`config.mk`:
```
export PLATFORM = sky130hd
export DESIGN_NAME = dpe_multiplexer
export DESIGN_NICKNAME = d
export VERILOG_FILES = /design/src/rtl/dpe_multiplexer.sv
export SDC_FILE = /design/constraint.sdc
export NUM_CORES = 1
export LEC_CHECK = 0
export BUFFER_PORTS_ARGS = -buffer_cell sky130_fd_sc_hd__buf_2
export CAP_MARGIN = 20
export CELL_PAD_IN_SITES_DETAIL_PLACEMENT = 2
export CELL_PAD_IN_SITES_GLOBAL_PLACEMENT = 2
export CORE_AREA = 2 2 197 199
export CTS_BUF_LIST = sky130_fd_sc_hd__clkbuf_4 sky130_fd_sc_hd__clkbuf_8
export CTS_CLUSTER_DIAMETER = 120
export CTS_CLUSTER_SIZE = 25
export DETAILED_ROUTE_END_ITERATION = 12
export DIE_AREA = 0 0 199 201
export PLACE_DENSITY_LB_ADDON = 0.1
export SKIP_LAST_GASP = 1
export SLEW_MARGIN = 20
export SYNTH_ARGS = -nofsm -noshare
export SYNTH_HDL_FRONTEND = slang
export SYNTH_SLANG_ARGS = --single-unit
```
`constraint.sdc`:
```
create_clock -name clk -period 8 [get_ports clk]
set_clock_uncertainty 0.2 [all_clocks]
set_input_delay 0 -clock clk [delete_from_list [all_inputs] [get_ports clk]]
set_output_delay 0 -clock clk [all_outputs]
set_load 0.005 [all_outputs]
```
`src/rtl/dpe_multiplexer.sv`:
```
// dpe_multiplexer: packet-level 5:1 arbiter merging CPU and four Ethernet
// ingress streams into the single DPE input stream. Index 0 is CPU, 1..4 are
// ETH_1..ETH_4. The grant is held for a whole packet and the output stage is
// a single register that still sustains one beat per clock.
module dpe_multiplexer #(
  parameter int                 RR_EN          = 1,
  parameter int                 DATA_W         = 64,
  parameter int                 KEEP_W         = DATA_W / 8,
  parameter int                 STAGE_W        = 3,
  parameter int                 ADDR_W         = 3,
  parameter logic [ADDR_W-1:0]  DPE_ADDR_CPU   = ADDR_W'(0),
  parameter logic [ADDR_W-1:0]  DPE_ADDR_ETH_1 = ADDR_W'(1),
  parameter logic [ADDR_W-1:0]  DPE_ADDR_ETH_2 = ADDR_W'(2),
  parameter logic [ADDR_W-1:0]  DPE_ADDR_ETH_3 = ADDR_W'(3),
  parameter logic [ADDR_W-1:0]  DPE_ADDR_ETH_4 = ADDR_W'(4)
) (
  input  logic                          clk,
  input  logic                          rst,
  // ingress streams, one lane per arbitration index
  input  logic [4:0]                    from_tvalid,
  output logic [4:0]                    from_tready,
  input  logic [4:0][DATA_W-1:0]        from_tdata,
  input  logic [4:0][KEEP_W-1:0]        from_tkeep,
  input  logic [4:0]                    from_tlast,
  input  logic [4:0]                    from_tuser_bypass_all,
  input  logic [4:0][STAGE_W-1:0]       from_tuser_bypass_stage,
  input  logic [4:0][ADDR_W-1:0]        from_tuser_src,
  input  logic [4:0][ADDR_W-1:0]        from_tuser_dst,
  // merged stream into the DPE
  output logic                          to_dpe_tvalid,
  input  logic                          to_dpe_tready,
  output logic [DATA_W-1:0]             to_dpe_tdata,
  output logic [KEEP_W-1:0]             to_dpe_tkeep,
  output logic                          to_dpe_tlast,
  output logic                          to_dpe_tuser_bypass_all,
  output logic [STAGE_W-1:0]            to_dpe_tuser_bypass_stage,
  output logic [ADDR_W-1:0]             to_dpe_tuser_src,
  output logic [ADDR_W-1:0]             to_dpe_tuser_dst
);

  typedef enum logic {
    IDLE   = 1'b0,
    LOCKED = 1'b1
  } state_t;

  state_t     state_reg, state_next;
  logic [2:0] gnt_reg, gnt_next;
  logic [2:0] last_reg, last_next;

  logic [2:0] sel_idx;
  logic       sel_valid;
  logic [2:0] cand;
  logic       load;
  logic       accept;
  logic       sel_tlast;

  // The incoming tuser_src is always replaced by the port constant.
  logic unused_src;
  assign unused_src = ^from_tuser_src;

  function automatic logic [ADDR_W-1:0] src_addr(input logic [2:0] idx);
    case (idx)
      3'd0:    src_addr = DPE_ADDR_CPU;
      3'd1:    src_addr = DPE_ADDR_ETH_1;
      3'd2:    src_addr = DPE_ADDR_ETH_2;
      3'd3:    src_addr = DPE_ADDR_ETH_3;
      default: src_addr = DPE_ADDR_ETH_4;
    endcase
  endfunction

  // Output register can take a new beat when empty or being drained.
  assign load      = ~to_dpe_tvalid | to_dpe_tready;
  assign accept    = load & sel_valid & ~rst;
  assign sel_tlast = from_tlast[sel_idx];

  // Grant selection: held index while LOCKED, otherwise arbitrate over tvalid.
  always_comb begin
    sel_idx   = gnt_reg;
    sel_valid = 1'b0;
    cand      = last_reg;
    if (state_reg == LOCKED) begin
      sel_valid = from_tvalid[gnt_reg];
    end else if (RR_EN != 0) begin
      // Walk (last+1) mod 5 .. last and take the first valid source.
      for (int k = 0; k < 5; k++) begin
        cand = (cand == 3'd4) ? 3'd0 : cand + 3'd1;
        if (!sel_valid && from_tvalid[cand]) begin
          sel_idx   = cand;
          sel_valid = 1'b1;
        end
      end
    end else begin
      // Fixed priority: scanning downward leaves the lowest valid index.
      for (int k = 4; k >= 0; k--) begin
        if (from_tvalid[k]) begin
          sel_idx   = 3'(k);
          sel_valid = 1'b1;
        end
      end
    end
  end

  // Only the granted lane sees tready, and only when the output can load.
  generate
    for (genvar gi = 0; gi < 5; gi++) begin : g_ready
      assign from_tready[gi] = ~rst & load & ((state_reg == LOCKED) | sel_valid)
                             & (sel_idx == 3'(gi));
    end
  endgenerate

  // Next-state logic: lock on a non-final first beat, release on tlast.
  always_comb begin
    state_next = state_reg;
    gnt_next   = gnt_reg;
    last_next  = last_reg;
    case (state_reg)
      IDLE: begin
        if (accept) begin
          last_next = sel_idx;
          if (!sel_tlast) begin
            state_next = LOCKED;
            gnt_next   = sel_idx;
          end
        end
      end
      LOCKED: begin
        if (accept && sel_tlast) begin
          state_next = IDLE;
        end
      end
      default: state_next = IDLE;
    endcase
  end

  // State, grant and round-robin pointer registers; last=4 puts CPU first.
  always_ff @(posedge clk) begin
    if (rst) begin
      state_reg <= IDLE;
      gnt_reg   <= 3'd0;
      last_reg  <= 3'd4;
    end else begin
      state_reg <= state_next;
      gnt_reg   <= gnt_next;
      last_reg  <= last_next;
    end
  end

  // Output register stage; fields only change when a new beat is accepted.
  always_ff @(posedge clk) begin
    if (rst) begin
      to_dpe_tvalid             <= 1'b0;
      to_dpe_tdata              <= '0;
      to_dpe_tkeep              <= '0;
      to_dpe_tlast              <= 1'b0;
      to_dpe_tuser_bypass_all   <= 1'b0;
      to_dpe_tuser_bypass_stage <= '0;
      to_dpe_tuser_src          <= '0;
      to_dpe_tuser_dst          <= '0;
    end else if (load) begin
      to_dpe_tvalid <= accept;
      if (accept) begin
        to_dpe_tdata              <= from_tdata[sel_idx];
        to_dpe_tkeep              <= from_tkeep[sel_idx];
        to_dpe_tlast              <= sel_tlast;
        to_dpe_tuser_bypass_all   <= from_tuser_bypass_all[sel_idx];
        to_dpe_tuser_bypass_stage <= from_tuser_bypass_stage[sel_idx];
        to_dpe_tuser_src          <= src_addr(sel_idx);
        to_dpe_tuser_dst          <= from_tuser_dst[sel_idx];
      end
    end
  end

endmodule

```
* After elaboration in Yosys (flattened, before gate mapping)
Cells that the tools add are included.
Storage, ports and cells: output and inout bits 89, memories 0, memory bits (writable) 0, bits in registers 91, bits in latches 0, ROM bits 0, logic and storage cells 110
Cells by class: reduce and logical (&&, ||, !) cells 13, $lt $le $gt $ge 7, shifts and indexed selects 0, add/subtract/negate cells 5, $mul 0, eq/ne operators 9, div/mod/pow operators 0, bitwise gates (word level) 15, multiplexer cells 50
Operator list (count):
- 64-bit binary-select mux with 3-bit select | 1
- 64-bit 2-to-1 mux | 1
- 3-bit 2-to-1 mux | 13
- 3-bit by 4-bit less-than comparator with 1-bit output, second input constant | 7
- 1-bit binary-select mux with 3-bit select | 8
- 8-bit binary-select mux with 3-bit select | 1
- 1-bit 2-to-1 mux | 21
- 3-bit binary-select mux with 3-bit select | 2
- 3-bit == test, second input constant | 6
- 3-bit by 1-bit adder with 3-bit output, second input constant | 5
- 3-bit case mux with 4 select lines | 1
- 1-bit AND | 9
- 8-bit 2-to-1 mux | 1
- 3-bit by 2-bit == test with 1-bit output, second input constant | 2
- 1-bit logical AND | 5
- 1-bit logical NOT | 4
- 1-bit inverter | 4
- 2-bit AND reduction | 2
- 3-bit by 1-bit == test with 1-bit output, second input constant | 1
- 3-bit logical NOT | 1
- 3-bit AND reduction | 1
- 1-bit bitwise OR | 2
- 1-bit case mux with 2 select lines | 1

* Longest topological paths before layout
Gate-level depths: netlist of the first run.
depth in word-level cells 27, mapped depth 25, depth with buffers taken out 18

* Worst setup path after synthesis of the first run
No wires, ideal clock.
path type register -> register, start register last_reg[0], end register gnt_reg[0], arrival time 5.447 ns, path buffers 4, cell stages (with the launch flop) 21, library setup time 0.123 ns, data required time 7.677 ns, period minus slack after synthesis 5.770 ns, setup slack 2.230 ns, path through dfxtp_1 > clkbuf_1 > inv_1 > ha_1 > inv_1 > ha_1 > o21ai_0 > a22oi_1 > clkbuf_1 > ha_1 > clkbuf_1 > o311ai_0 > and2_1 > clkbuf_1 > o2111ai_1 > and3_1 > and3_1 > o31ai_2 > mux4_2 > a21oi_1 > mux2_1
On the way: word-level cells in the longest chain between the ends 26
RTL lines:
- from (decl) | RTL line 48 | logic [2:0] last_reg, last_next;
- from (signal assigned) | RTL line 144 | last_reg <= last_next;
- 3-bit by 1-bit adder with 3-bit output / 3-bit == test (equally long branches) | RTL line 86 | cand = (cand == 3'd4) ? 3'd0 : cand + 3'd1;
- 3-bit 2-to-1 mux * | RTL line 86
- branches (longest 24 deep; another with 3-bit by 1-bit adder with 3-bit output)
- to (signal assigned) | RTL line 143 | gnt_reg <= gnt_next;
- to (decl) | RTL line 47 | logic [2:0] gnt_reg, gnt_next;
Every way passes the cells marked *. The select of a mux whose other input is x is not followed. A chain may end at the register's enable or synchronous reset.

* Final worst setup path of the first run
start register last_reg[0], end register to_dpe_tdata[44]
On the way: word-level cells in the longest chain between the ends 25
RTL lines:
- 3-bit by 1-bit adder with 3-bit output / 3-bit == test (equally long branches) | RTL line 86
- 3-bit 2-to-1 mux * | RTL line 86
- branches (longest 23 deep; another with 3-bit by 1-bit adder with 3-bit output)
- to (signal assigned) | RTL line 162 | to_dpe_tdata <= from_tdata[sel_idx];
- to (decl) | RTL line 32 | output logic [DATA_W-1:0] to_dpe_tdata,
Marks and branches as above.

==> results by group, run 1 <==
Yosys
  – Most numerous cell in the Yosys netlist: nand2_1
  – Syn Area/Cell: 8.75 um^2
  – Synth Flop Type: dfxtp_1
  – Post-synth cell types: 63
  – Post-synth EDFFs: 0
  – Number of synthesized register bits: 91
  – Leading area contributor after synthesis: dfxtp_1
  – Synth cell count leaders: nand2_1 (182), dfxtp_1 (91), mux4_2 (56)
  – Share of flip-flops with an asynchronous set or reset: 0%
  – Mapped Cells: 756
  – Mapped Area: 0.00662 mm^2
  – Synth Warn #: 0
  – Syn_nets: 1187
  – Synth area leaders: dfxtp_1 (28%), mux4_2 (19%), nand2_1 (10%), a22oi_1 (6.2%), a211oi_1 (3.4%)
  – Seq/Total Area, Yosys: 27.5%
  – Synth top area share: 27.5%

STA
  – Max-slew violations: 0
  – Unrepaired setup endpoints after global routing: no
  – Highest clock rate: 138 MHz
  – Worst relative slew slack: 37.6%
  – Tightest Pin Transition: 0.937 ns
  – Count of final hold-check violations: 0
  – Setup Viol. Count Final: 0
  – Post-route setup TNS: 0 ns
  – Post-layout min period: 7.27 ns
  – Final cycle utilization of the critical path: 90.8%

Floorplan
  – Core area: 0.0381 mm^2
  – DIE WIDTH: 199 um
  – Num rows: 72
  – Io pins: 512
  – Die Area: 0.0400 mm^2
  – Initial core utilization: 17.4%
  – Height of the die: 201 um

Route
  – Routed vias/inst: 4.59
  – DRC: 0
  – Routed Antenna Nets: 0
  – DRT Pass-1 Iters: 4
  – DR vias: 8785
  – Starting DRT DRC Count: 256
  – Routed wire length: 41400 um
  – Avg WL per Cell: 21.6 um

Worst setup path
  – WS Path Type: reg2reg
  – Reg2Reg Depth: 21
  – Crit path max fanout: 41
  – Worst EP required: 8.13 ns
  – Critical path, cell by cell: inv_1, ha_1, inv_1, ha_1, o21ai_0, a22oi_1, buf_4, ha_1, o311ai_0, and2_1, a2111oi_1, a311oi_4, and3_1, a22o_1, mux2_4, buf_12, buf_4, nand2_1, and3_1, nor4_1, dlygate4sd3_1
  – Slowest cell on crit path: o311ai_0
  – Critical Path Most Common Cell: ha_1
  – Critical Path End Type: flip-flop
  – Startpoint Class: flip-flop
  – Largest stage delay on the critical path: 0.80 ns
  – CP Data Arrival Time: 7.40 ns

Global route
  – Gr usage total: 20.2%
  – GRT overflow: 0
  – Initial antenna violation count: 12
  – First-pass GRT wire length: 60400 um
  – Largest net degree at the start of global routing: 62
  – Vias in the first global route: 9740

Outcome
  – Status: completed

Clocking
  – CTS root buffer: clkbuf_8
  – Hold Buf Count CTS: 164
  – Setup bufs post-CTS: 0
  – CTS tree: done
  – CTS resizes: 0
  – TritonCTS Buffers: 9
  – Worst-Skew Late Latency: 0.39 ns
  – CTS max path bufs: 2
  – Clock-pin slew on the worst setup and hold paths: 0.11 ns
  – Sink Count: 91
  – H-tree depth: 3

Final layout
  – Number of flip-flops in the largest register: 64
  – Layout cell share with drive strength beyond 1: 43.8%
  – Syn-to-layout area delta: 74.0%
  – Cell Count, Final, Fillers Out: 1912
  – Filler cells: 4502
  – Largest registers: to_dpe_tdata x64, to_dpe_tkeep x8
  – Most flops, register: to_dpe_tdata
  – Post-layout util: 30.2%
  – Net count, final: 1813

Job
  – Max_cap viols: 0

Power
  – Overall power: 7.21 mW
  – PwrDens: 626 mW/mm^2
  – Leakage power: 5.36 nW
  – VDD IR max: 0.493 mV

Worst hold path
  – Min-delay worst type: in2reg
  – Min-Delay Path Depth: 4

Place
  – I/O Buffers: 496
  – Hpwl dp: 31700 um
  – Routability cong.: 0.796
  – Placed insts: 1725
==> placed cells by master, fill, tap and decap left out, types with 13 or more instances in the layout <==
| cell type | count |
|---|---|
| and2_1 | 13 |
| buf_2 | 496 |
| a211oi_1 | 30 |
| dfxtp_1 | 91 |
| a22oi_1 | 55 |
| nor4_1 | 25 |
| and3_1 | 31 |
| nor2_1 | 19 |
| nand2_1 | 182 |
| o22ai_1 | 28 |
| buf_4 | 14 |
| and2_0 | 16 |
| mux4_2 | 56 |
| dlygate4sd3_1 | 164 |
==> metrics by stage <==
stage	setup WS, ns	hold slack, ns	instance area (um^2)
after detailed placement	1.25	0.0341	9660
after global routing	0.0819	0.0422	11500
after floorplan	2.23	-0.0712	6620
final	0.733	0.0391	11500
after global placement	1.41	0.0240	9660
after CTS	0.727	0.00750	11500
==> path summary, 6_finish.rpt <==
kind / from / to / slack [ns]
max: last_reg[0] / to_dpe_tdata[44] / 0.73
min: from_tlast[3] / gnt_reg[1] / 0.04
max reg2reg: last_reg[0] / to_dpe_tdata[44] / 0.73
min reg2reg: to_dpe_tdata[18] / to_dpe_tdata[18] / 0.24
==> kinds of logic after synthesis <==
family	share of synthesized area (%)
buffers and inverters	4.78
multiplexers	22.5
flip-flops	27.5
AO/OA/AOI/OAI	19.5
adder cells (fa/ha/maj)	1.51
XOR/XNOR	0.132
AND/OR/NAND/NOR	24.1
==> cell type report <==
cell class / count / area, um^2 / share of cell area [%]
Antenna cell: 7 / 17.5 / 0.152
Clock buffer: 10 / 131 / 1.14
Clock inverter: 6 / 63.8 / 0.554
Inverter: 9 / 33.8 / 0.293
Multi-Input combinational cell: 595 / 4530 / 39.3
Sequential cell: 91 / 1820 / 15.8
Tap cell: 518 / 648 / 5.63
Timing Repair Buffer: 676 / 4270 / 37.1
==> power by group <==
part	switching (mW)	internal (mW)
Combinational	3.19	2.91
Sequential	0.104	0.664
Clock	0.196	0.149
Total	3.49	3.72
==> critical path: cells and delay by family, from the launching register on <==
kind	cells	cell delay (ns)
compound gates	6	1.95
flops	1	0.62
mux	1	0.47
fa+ha+maj	3	0.92
buf+inv	6	1.61
simple gates	5	1.38
==> routing by layer <==
layer  vias up  part of all wire, %  GRT usage (%)
li1       4135                    -              -
met1      4303                   40           23.6
met2       294                   51           35.9
met3        45                  6.6           4.74
met4         8                  2.4           6.53
met5         -                 0.11              0
No activity file was read; power rests on OpenSTA's default activity.
==> run 2: changes to the inputs <==
--- a/config.mk
+++ b/config.mk
@@ -5,16 +5,17 @@
 export SDC_FILE = /design/constraint.sdc
 export NUM_CORES = 1
 export LEC_CHECK = 0
+export ABC_AREA = 1
 export BUFFER_PORTS_ARGS = -buffer_cell sky130_fd_sc_hd__buf_2
 export CAP_MARGIN = 20
 export CELL_PAD_IN_SITES_DETAIL_PLACEMENT = 2
 export CELL_PAD_IN_SITES_GLOBAL_PLACEMENT = 2
-export CORE_AREA = 2 2 197 199
+export CORE_MARGIN = 2
+export CORE_UTILIZATION = 21
 export CTS_BUF_LIST = sky130_fd_sc_hd__clkbuf_4 sky130_fd_sc_hd__clkbuf_8
 export CTS_CLUSTER_DIAMETER = 120
 export CTS_CLUSTER_SIZE = 25
 export DETAILED_ROUTE_END_ITERATION = 12
-export DIE_AREA = 0 0 199 201
 export PLACE_DENSITY_LB_ADDON = 0.1
 export SKIP_LAST_GASP = 1
 export SLEW_MARGIN = 20
==> results by group, run 2 <==
STA
  – Worst relative slew slack: 32.3%
  – Max-slew violations: 0
  – Highest clock rate: 138 MHz
  – Hold slack: 0.0822 ns
  – Final cycle utilization of the critical path: 90.4%
  – Unrepaired setup endpoints after global routing: no
  – Count of final hold-check violations: 0
  – Tightest Pin Transition: 1.01 ns
  – Post-route setup TNS: 0 ns
  – Setup Viol. Count Final: 0
  – Post-layout min period: 7.23 ns

Yosys
  – Syn Area/Cell: 6.37 um^2
  – Syn_nets: 1668
  – Synth area leaders: dfxtp_1 (23%), nand2_1 (15%), o211ai_1 (12%), a21oi_1 (7.4%), nand3_1 (5.7%)
  – Mapped Cells: 1237
  – Leading area contributor after synthesis: dfxtp_1
  – Share of flip-flops with an asynchronous set or reset: 0%
  – Number of synthesized register bits: 91
  – Mapped Area: 0.00788 mm^2
  – Most numerous cell in the Yosys netlist: nand2_1
  – Seq/Total Area, Yosys: 23.1%
  – Post-synth cell types: 36
  – Synth Warn #: 0
  – Synth top area share: 23.1%
  – Synth cell count leaders: nand2_1 (311), o211ai_1 (127), a21oi_1 (117)
  – Post-synth EDFFs: 0
  – Synth Flop Type: dfxtp_1

Worst setup path
  – Reg2Reg Depth: 33
  – Setup crit start: last_reg[0]
  – Crit path max fanout: 43
  – Slowest cell on crit path: clkinv_2
  – Worst path buffer plus inverter count: 9
  – Critical Path End Type: flip-flop
  – Reg2Reg Launch Point: last_reg[0]
  – CP Depth: 33
  – Critical Path Most Common Cell: nand3_1
  – CP Data Arrival Time: 7.36 ns
  – Largest stage delay on the critical path: 0.78 ns
  – Cell family with most CP delay: buffers and inverters
  – Startpoint Class: flip-flop
  – WS Path Type: reg2reg
  – Worst EP required: 8.13 ns

Global route
  – Gr usage total: 22.8%
  – First-pass GRT wire length: 69000 um
  – Initial antenna violation count: 10
  – GRT overflow: 0
  – Vias in the first global route: 12000
  – Largest net degree at the start of global routing: 137

Route
  – Avg WL per Cell: 20.0 um
  – Routed Antenna Nets: 0
  – DR vias: 11000
  – Routed vias/inst: 4.79
  – Routed wire length: 46100 um
  – DRC: 0
  – Starting DRT DRC Count: 352
  – DRT Pass-1 Iters: 6

Final layout
  – Filler cells: 4600
  – Net count, final: 2256
  – Layout cell share with drive strength beyond 1: 35.2%
  – Most common cell after layout, fill and taps aside: buf_2
  – Largest registers: to_dpe_tdata x64, to_dpe_tkeep x8
  – Register area: 0.00182 mm^2
  – Syn-to-layout area delta: 57.3%
  – Footprint of the multi-input gates: 0.00519 mm^2
  – Number of flip-flops in the largest register: 64
  – Commonest cells after routing, fill and taps aside: buf_2 (496), nand2_1 (310), dlygate4sd3_1 (166), o211ai_1 (127), a21oi_1 (117)
  – Most flops, register: to_dpe_tdata

Clocking
  – Hold Buf Count CTS: 166
  – TritonCTS Buffers: 9
  – CTS max path bufs: 2
  – Clock-pin slew on the worst setup and hold paths: 0.10 ns
  – H-tree depth: 3
  – CTS tree: done
  – CTS resizes: 0
  – Worst-Skew Late Latency: 0.38 ns
  – CTS root buffer: clkbuf_8
  – Sink Count: 91
  – Setup bufs post-CTS: 0

Place
  – Hpwl dp: 33800 um
  – I/O Buffers: 496
  – Routability cong.: 0.763

Floorplan
  – Num rows: 70
  – Die Area: 0.0391 mm^2
  – Io pins: 512
  – DIE WIDTH: 198 um
  – Initial core utilization: 21.4%
  – Core area: 0.0368 mm^2
  – Height of the die: 198 um

Worst hold path
  – Hold path start: from_tlast[1]
  – Min-delay worst type: in2reg
  – Min-Delay Path Depth: 7

Outcome
  – Status: completed

Job
  – Max_cap viols: 0
==> run 2: kinds of logic (layout without fill, tap and decap cells) <==
| logic type | count (synthesis) | in the layout | synth area share, % |
|---|---|---|---|
| AND/OR/NAND/NOR | 587 | 587 | 35.6 |
| AO/OA/AOI/OAI | 360 | 360 | 28.8 |
| buffers and inverters | 191 | 784 | 11.3 |
| flip-flops | 91 | 91 | 23.1 |
| adder cells (fa/ha/maj) | 8 | 8 | 1.27 |
| other | 0 | 3 | 0 |
==> run 2: final cells by class <==
| cell class | instances | share of cell area (%) |
|---|---|---|
| antenna | 3 | 0.0606 |
| clock buffer | 10 | 1.06 |
| clock inverter | 6 | 0.525 |
| inverter | 96 | 2.97 |
| multi-input combinational | 955 | 41.9 |
| sequential | 91 | 14.7 |
| tap | 468 | 4.72 |
| timing repair buffer | 672 | 34.0 |
==> run 2: worst paths after layout <==
path,end,slack [ns]
setup / recovery,gnt_reg[2],0.77
hold / removal,gnt_reg[1],0.08
setup reg to reg,gnt_reg[2],0.77
hold reg to reg,to_dpe_tlast,0.29
==> run 2: worst register-to-register path, delay by kind of cell, from the launching register on <==
kind / cells / cell delay, ns
buf+inv: 9 / 2.89
simple gates: 20 / 2.67
fa+ha+maj: 3 / 0.84
flops: 1 / 0.42
compound gates: 1 / 0.13
==> run 2: per-layer routing <==
layer / global-route usage, % / up-vias / wire length (um)
met1: 25.7 / 5259 / 18600
met5: 0 / - / 98
met3: 5.54 / 62 / 2760
met4: 6.91 / 14 / 1170
met2: 42.2 / 313 / 23500
li1: - / 5371 / -
==> run 2: per-stage QoR <==
step	area, um^2	std cells	worst slack, ns	utilization, %
4_1_cts	12400	2298	0.646	33.7
2_1_floorplan	7880	1237	4.14	-
3_3_place_gp	10500	2116	1.86	28.6
3_5_place_dp	10500	2116	1.71	28.6
6_report	12400	2301	0.769	33.7
5_1_grt	12400	2299	0.0977	33.7
Power of run 2 is not shown: default switching activity piles up to over one toggle a cycle in this logic, so the estimate is an artifact.
==> run 3: changes to the inputs <==
--- a/config.mk
+++ b/config.mk
@@ -10,12 +10,11 @@
 export CAP_MARGIN = 20
 export CELL_PAD_IN_SITES_DETAIL_PLACEMENT = 2
 export CELL_PAD_IN_SITES_GLOBAL_PLACEMENT = 2
-export CORE_MARGIN = 2
-export CORE_UTILIZATION = 21
-export CTS_BUF_LIST = sky130_fd_sc_hd__clkbuf_4 sky130_fd_sc_hd__clkbuf_8
+export CORE_AREA = 2 2 198 200
 export CTS_CLUSTER_DIAMETER = 120
 export CTS_CLUSTER_SIZE = 25
 export DETAILED_ROUTE_END_ITERATION = 12
+export DIE_AREA = 0 0 200 202
 export PLACE_DENSITY_LB_ADDON = 0.1
 export SKIP_LAST_GASP = 1
 export SLEW_MARGIN = 20
==> constraint.sdc (replaced) <==
create_clock -name clk -period 9.2 [get_ports clk]
set_clock_uncertainty 0.2 [all_clocks]
set_input_delay 0 -clock clk [delete_from_list [all_inputs] [get_ports clk]]
set_output_delay 0 -clock clk [all_outputs]
set_load 0.005 [all_outputs]
==> results by group, run 3 (same netlist as run 2, synthesis figures left out) <==
Clocking
  – Setup bufs post-CTS: 0
  – CTS max path bufs: 2
  – Clock-pin slew on the worst setup and hold paths: 0.08 ns
  – Sink Count: 91
  – H-tree depth: 3
  – CTS resizes: 0
  – Hold Buf Count CTS: 161
  – CTS root buffer: clkbuf_16
  – CTS tree: done
  – TritonCTS Buffers: 9
  – Worst-Skew Late Latency: 0.36 ns

Route
  – Routed wire length: 46100 um
  – Starting DRT DRC Count: 338
  – Routed Antenna Nets: 0
  – DR vias: 11000
  – DRT Pass-1 Iters: 4
  – Routed vias/inst: 4.70
  – DRC: 0
  – Avg WL per Cell: 19.6 um

Global route
  – Vias in the first global route: 12000
  – Initial antenna violation count: 11
  – GRT overflow: 0
  – Largest net degree at the start of global routing: 131
  – Gr usage total: 22.4%
  – First-pass GRT wire length: 69200 um

Place
  – Hpwl dp: 33300 um
  – I/O Buffers: 496
  – Placed insts: 2166
  – Routability cong.: 0.799

Floorplan
  – Io pins: 512
  – Initial core utilization: 20.6%
  – Height of the die: 202 um
  – Num rows: 72
  – Core area: 0.0383 mm^2
  – DIE WIDTH: 200 um
  – Die Area: 0.0404 mm^2

Worst setup path
  – CP Data Arrival Time: 6.71 ns
  – Crit path max fanout: 130
  – WS Path Type: reg2reg
  – FF-to-FF End: to_dpe_tuser_bypass_all
  – Slowest cell on crit path: buf_4
  – Startpoint Class: flip-flop
  – Worst path buffer plus inverter count: 9
  – Critical Path Most Common Cell: nand2_1
  – Critical Path End Type: flip-flop
  – Worst EP required: 9.30 ns
  – Largest stage delay on the critical path: 0.76 ns
  – Reg2Reg Depth: 31
  – CP Depth: 31
  – Cell family with most CP delay: buffers and inverters
  – R2r setup slk: 2.59 ns
  – Reg2Reg Launch Point: last_reg[0]

STA
  – Max-slew violations: 0
  – Post-layout min period: 6.61 ns
  – Tightest Pin Transition: 1.05 ns
  – Setup Viol. Count Final: 0
  – Worst relative slew slack: 29.7%
  – Unrepaired setup endpoints after global routing: no
  – Post-route setup TNS: 0 ns
  – Count of final hold-check violations: 0
  – Final cycle utilization of the critical path: 71.9%
  – Highest clock rate: 151 MHz

Final layout
  – Cell Count, Final, Fillers Out: 2349
  – Net count, final: 2251
  – Commonest cells after routing, fill and taps aside: buf_2 (496), nand2_1 (310), dlygate4sd3_1 (161), o211ai_1 (127), a21oi_1 (117)
  – Largest registers: to_dpe_tdata x64, to_dpe_tkeep x8
  – Most flops, register: to_dpe_tdata
  – Syn-to-layout area delta: 59.0%
  – Most common cell after layout, fill and taps aside: buf_2
  – Layout cell share with drive strength beyond 1: 35.1%
  – Number of flip-flops in the largest register: 64

Worst hold path
  – Min-delay worst type: in2reg
  – Hold path start: from_tlast[1]
  – Hold endpoint: state_reg
  – Min-Delay Path Depth: 6

Outcome
  – Status: completed

Job
  – Max_cap viols: 0
run 3: worst max-delay path by stage:
stage                startpoint                      end
floorplan           last_reg[0]         to_dpe_tdata[42]
global placement    last_reg[0]  to_dpe_tuser_bypass_all
detailed placement  last_reg[0]  to_dpe_tuser_bypass_all
CTS                 last_reg[0]  to_dpe_tuser_bypass_all
global route        last_reg[0]  to_dpe_tuser_bypass_all
finish              last_reg[0]  to_dpe_tuser_bypass_all
run 3: worst min-delay path: stages:
cell and delay, ns:
buf_2 0.08, nand3_1 0.06, nand3_1 0.07, nand3_1 0.17, nand2_1 0.14, a21oi_1 0.07
run 3: per-stage QoR:
step                      utilization [%]  hold WS, ns  setup WS (ns)  area [um^2]
after global routing                 32.7        0.138           2.02        12500
after detailed placement             27.7       0.0956           3.02        10600
final                                32.7       0.0779           2.59        12500
after CTS                            32.7       0.0450           2.46        12500
after floorplan                         -      -0.0970           5.34         7880
after global placement               27.7       0.0857           3.19        10600
run 3: layout make-up:
class | count | area (um^2)
antenna | 7 | 17.5
clock buffer | 13 | 250
clock inverter | 2 | 60.1
fill | 4776 | 25800
inverter | 96 | 368
multi-input combinational | 955 | 5190
sequential | 91 | 1820
tap | 518 | 648
timing repair buffer | 667 | 4170
run 3: layer usage:
layer | track usage, % | part of all wire (%)
met5 | 0 | 0.15
met4 | 7.67 | 3.0
met3 | 6.02 | 7.1
met2 | 40.4 | 50
met1 | 25.2 | 40
Power of run 3 is left out for the same reason.
